[src/rtl/mem_arbiter_pkg.sv]
// Shared types for the instruction/data memory arbiter.
package mem_arbiter_pkg;

   typedef enum logic [1:0] {
      IDLE    = 2'd0,
      BUSY_IF = 2'd1,
      BUSY_D  = 2'd2
   } arb_state_e;

   localparam int STARVE_LIMIT_DEF = 4;

   function automatic int starve_w(input int limit);
      return (limit < 1) ? 1 : $clog2(limit + 1);
   endfunction

endpackage

[src/rtl/mem_arbiter.sv]
// Two-port (fetch/data) arbiter onto one shared memory port,
// data first with a bounded starvation window for fetch.
module mem_arbiter
   import mem_arbiter_pkg::*;
#(
   parameter int ADDR_WIDTH   = 32,
   parameter int STARVE_LIMIT = STARVE_LIMIT_DEF
) (
   input  logic                  clk,
   input  logic                  rst_n,
   input  logic                  if_req,
   input  logic [ADDR_WIDTH-1:0] if_addr,
   input  logic                  if_flush,
   output logic [31:0]           if_rdata,
   output logic                  if_valid,
   input  logic                  d_req,
   input  logic                  d_we,
   input  logic [ADDR_WIDTH-1:0] d_addr,
   input  logic [31:0]           d_wdata,
   output logic [31:0]           d_rdata,
   output logic                  d_valid,
   output logic                  mem_req,
   output logic                  mem_we,
   output logic [ADDR_WIDTH-1:0] mem_addr,
   output logic [31:0]           mem_wdata,
   input  logic [31:0]           mem_rdata,
   input  logic                  mem_ack
);

   localparam int SW = starve_w(STARVE_LIMIT);
   localparam logic [SW-1:0] LIM = SW'(STARVE_LIMIT);

   arb_state_e    state;
   logic [SW-1:0] starve_cnt;
   logic          if_drop;

   logic fetch_ok;
   logic starved;
   logic grant_d;
   logic grant_if;

   // A flush in the request cycle blocks the fetch, so data may go instead.
   assign fetch_ok = if_req & ~if_flush;
   assign starved  = (starve_cnt == LIM) & if_req;
   assign grant_d  = d_req & ~(starved & fetch_ok);
   assign grant_if = fetch_ok & ~grant_d;

   always_ff @(posedge clk or negedge rst_n) begin
      if (!rst_n) begin
         state      <= IDLE;
         starve_cnt <= '0;
         if_drop    <= 1'b0;
         mem_req    <= 1'b0;
         mem_we     <= 1'b0;
         mem_addr   <= '0;
         mem_wdata  <= '0;
         if_valid   <= 1'b0;
         if_rdata   <= '0;
         d_valid    <= 1'b0;
         d_rdata    <= '0;
      end else begin
         if_valid <= 1'b0;
         d_valid  <= 1'b0;
         unique case (state)
            IDLE: begin
               unique case (1'b1)
                  grant_d: begin
                     state     <= BUSY_D;
                     mem_req   <= 1'b1;
                     mem_we    <= d_we;
                     mem_addr  <= d_addr;
                     mem_wdata <= d_wdata;
                     if (if_req && starve_cnt != LIM)
                        starve_cnt <= starve_cnt + 1'b1;
                  end
                  grant_if: begin
                     state      <= BUSY_IF;
                     mem_req    <= 1'b1;
                     mem_we     <= 1'b0;
                     mem_addr   <= if_addr;
                     mem_wdata  <= '0;
                     starve_cnt <= '0;
                     if_drop    <= 1'b0;
                  end
                  default: ;
               endcase
            end
            BUSY_IF: begin
               if (mem_ack) begin
                  state   <= IDLE;
                  mem_req <= 1'b0;
                  // A flush seen at any point of the fetch kills its response.
                  if (!if_drop && !if_flush) begin
                     if_valid <= 1'b1;
                     if_rdata <= mem_rdata;
                  end
               end else if (if_flush) begin
                  if_drop <= 1'b1;
               end
            end
            BUSY_D: begin
               if (mem_ack) begin
                  state   <= IDLE;
                  mem_req <= 1'b0;
                  d_valid <= 1'b1;
                  if (!mem_we)
                     d_rdata <= mem_rdata;
               end
            end
            default: state <= IDLE;
         endcase
      end
   end

endmodule

[config.mk]
export PLATFORM = sky130hd
export DESIGN_NAME = mem_arbiter
export DESIGN_NICKNAME = d
export VERILOG_FILES = /design/src/rtl/mem_arbiter_pkg.sv /design/src/rtl/mem_arbiter.sv
export SDC_FILE = /design/constraint.sdc
export NUM_CORES = 1
export LEC_CHECK = 0
export BUFFER_PORTS_ARGS = -buffer_cell sky130_fd_sc_hd__buf_2
export CAP_MARGIN = 0
export CORE_MARGIN = 4
export CORE_UTILIZATION = 30
export DETAILED_ROUTE_END_ITERATION = 10
export PLACE_DENSITY = 0.57
export SYNTH_ARGS = -nofsm -noshare
export SYNTH_HDL_FRONTEND = slang
export SYNTH_SLANG_ARGS = --single-unit
[constraint.sdc]
create_clock -name clk -period 4.26 [get_ports clk]
set_clock_uncertainty 0.05 [all_clocks]
set_input_delay 0.852 -clock clk [delete_from_list [all_inputs] [get_ports clk]]
set_output_delay 0.852 -clock clk [all_outputs]
set_load 0.005 [all_outputs]
==> results.py <==
metrics = {
    "status": {
        "outcome": "complete, no violations",
    },
    "yosys": {
        "netlist_area_um2": 6250,
        "postSynth.asyncResetShare_pct": 100,
        "synth_nets": 624,
        "ys.flop_type": "dfrtp_1",
        "yosysMostFrequentCell": "dfrtp_1",
        "synth_area_leaders": "dfrtp_1 (55%), mux2_4 (7.0%), mux2_2 (6.3%)",
        "syn_avg_cell_area_um2": 12.9,
        "syn_inst": 483,
        "synth-edff-count": 0,
        "synth_warnings": 0,
        "ys_seq_area_share_pct": 55.2,
        "synth_top_area_cell": "dfrtp_1",
        "yosys.area.top_type_share_pct": 55.2,
        "synth_seq_cells": 138,
        "synth_common_cells": "dfrtp_1 (138), inv_1 (41), a22o_1 (35), mux2_2 (35)",
        "ys_types": 34,
    },
    "cts": {
        "cts_tree": "done",
        "clk_pin_slew_worst_paths_ns": 0.06,
        "cts_htree_levels": 4,
        "holdBufCountCts": 0,
        "numCtsBuffers": 17,
        "postCtsSetupRepairBufs": 0,
        "clock_latency_ns": 0.41,
        "clock_sinks": 138,
        "root_buffer": "clkbuf_16",
        "cts.repair.resized": 0,
        "cts_max_path_buffers": 2,
    },
    "setup_path": {
        "r2r_cells": 6,
        "rr_endpoint": "mem_wdata[11]",
        "path_max_fanout": 34,
        "cp.arrival_ns": 2.87,
        "start_kind": "register",
        "crit_required_ns": 4.56,
        "cp-end-kind": "register",
        "regToRegSetupSlack_ns": 1.69,
        "path_class": "register to register",
        "timing.rr.start": "state[1]",
    },
    "place": {
        "place_area_um2": 7780,
        "gp_congestion": 0.798,
        "pre_cts_slack_ns": 1.30,
        "placed_cells": 985,
        "port-buffer-count": 266,
        "dp_hpwl_mm": 12.8,
    },
    "sta": {
        "relSlewSlack_pct": 22.2,
        "whs_ns": 0.447,
        "setup_ws_ns": 1.69,
        "max_freq_ghz": 0.389,
        "setup_violations": 0,
        "finalSetupTns_ns": 0,
        "drv_slew": 0,
        "fin_crit_sh_pct": 60.3,
        "rsz0062_at_grt": "false",
        "min_period_ns": 2.57,
        "tightest_slew_ns": 1.17,
        "finalHoldViolations": 0,
    },
    "pwr": {
        "irDropWorstVdd_mv": 0.234,
        "powerDensity_nw_per_um2": 730,
        "total_power_mw": 6.13,
        "p_leak_nw": 4.34,
    },
    "grt": {
        "grtUsageTotal_pct": 15.3,
        "grt_max_degree": 108,
        "overflow": 0,
        "grt_antenna_before_repair": 0,
        "grt_pass1_wl_mm": 28.9,
        "grt_pass1_vias": 4983,
    },
    "worst_hold_path": {
        "hold_class": "register to register",
        "hold-path-endpoint": "mem_wdata[20]",
        "hold_depth": 1,
        "min_from": "mem_wdata[20]",
    },
    "floorplanning": {
        "core_um2": 20400,
        "die_h_um": 152,
        "die_w_um": 152,
        "rows": 52,
        "initial_core_util_pct": 30.7,
        "boundaryPins": 267,
        "fp.dieArea_um2": 23200,
    },
    "finish": {
        "final_layout_size_suffix_gt1_share_pct": 50.7,
        "syn_to_final_growth_pct": 34.2,
        "layout.nets": 875,
        "fin_cells": 1017,
        "n_antenna_cell": 0,
        "n_fill_cell": 1936,
        "final_util_pct": 41.2,
        "final_area_um2": 8400,
    },
    "route": {
        "drtPass1Iterations": 4,
        "ant_nets": 0,
        "drt_iter0_markers": 216,
        "vias_per_cell": 4.85,
        "wl_mm": 18.2,
        "wl_per_cell_um": 17.9,
        "drc": 0,
        "vias": 4931,
    },
    "run": {
        "maxCapViolations": 0,
    },
}
cell type report:
class	count	area (um^2)	share of cell area, %
Clock buffer	18	429	5.11
Clock inverter	14	186	2.22
Inverter	41	154	1.83
Multi-Input combinational cell	259	2400	28.6
Sequential cell	138	3450	41.1
Tap cell	270	338	4.02
Timing Repair Buffer	277	1430	17.1
how the worst max path moves through the flow:
stage / start / end / slack (ns)
after floorplan: if_flush / if_rdata[0] / 2.10
after global placement: if_flush / mem_addr[6] / 1.31
after detailed placement: if_flush / mem_addr[10] / 1.30
after CTS: state[1] / mem_wdata[11] / 1.66
after global routing: state[0] / mem_wdata[7] / 1.48
final: state[1] / mem_wdata[11] / 1.69
per-layer routing:
layer  share of wire [%]  vias to the layer above  global-route usage (%)
li1                    -                     2294                       -
met1                  45                     2391                    20.9
met2                  46                      230                    23.7
met3                 8.2                       16                    4.77
met4                 1.2                        0                    4.11
met5                   0                        -                       0
power by group:
part | internal [mW] | leakage [nW] | switching, mW | total [mW]
logic | 1.20 | 2.37 | 1.06 | 2.26
registers | 1.96 | 1.66 | 0.351 | 2.31
clock network | 0.939 | 0.300 | 0.616 | 1.56
flip-flops by register name (all words and copies together), names as in the netlist, 2 cells and up:
name	flops
d_rdata	32
starve_cnt	3
state	2
if_rdata	32
mem_wdata	32
mem_addr	32
cells in the final DEF, fill, tap and decap left out, drive strengths merged:
master / netlist / final
nand4b: 1 / 1
clkbuf: 22 / 18
mux2i: 1 / 1
clkinv: 0 / 4
nand2b: 2 / 2
or4: 1 / 1
bufinv: 0 / 3
nor4b: 1 / 1
a22oi: 32 / 32
nand2: 1 / 1
inv: 41 / 47
and2: 1 / 1
a221oi: 32 / 32
o32ai: 1 / 1
a21boi: 1 / 1
o21ai: 35 / 35
a311oi: 2 / 2
a22o: 35 / 35
clkinvlp: 0 / 1
nor2b: 1 / 1
dfrtp: 138 / 138
a21bo: 1 / 1
nor2: 3 / 3
a31oi: 3 / 3
mux2: 65 / 65
a21o: 1 / 1
buf: 23 / 277
and3b: 32 / 32
ha: 6 / 6
and2b: 1 / 1
kinds of logic after synthesis:
| family | share of synthesized area, % |
|---|---|
| AND/OR/NAND/NOR | 5.92 |
| adder cells (fa/ha/maj) | 1.20 |
| AO/OA/AOI/OAI | 17.5 |
| buffers and inverters | 6.58 |
| multiplexers | 13.6 |
| flip-flops | 55.2 |
critical path: stages, from the launching register on:
cell and delay (ns):
dfrtp_1 0.40, inv_1 0.11, ha_1 0.38, inv_1 0.58, a311oi_4 0.40, buf_4 0.39
a22o_1 0.19
Note: power is estimated with default switching activity, not from simulation.
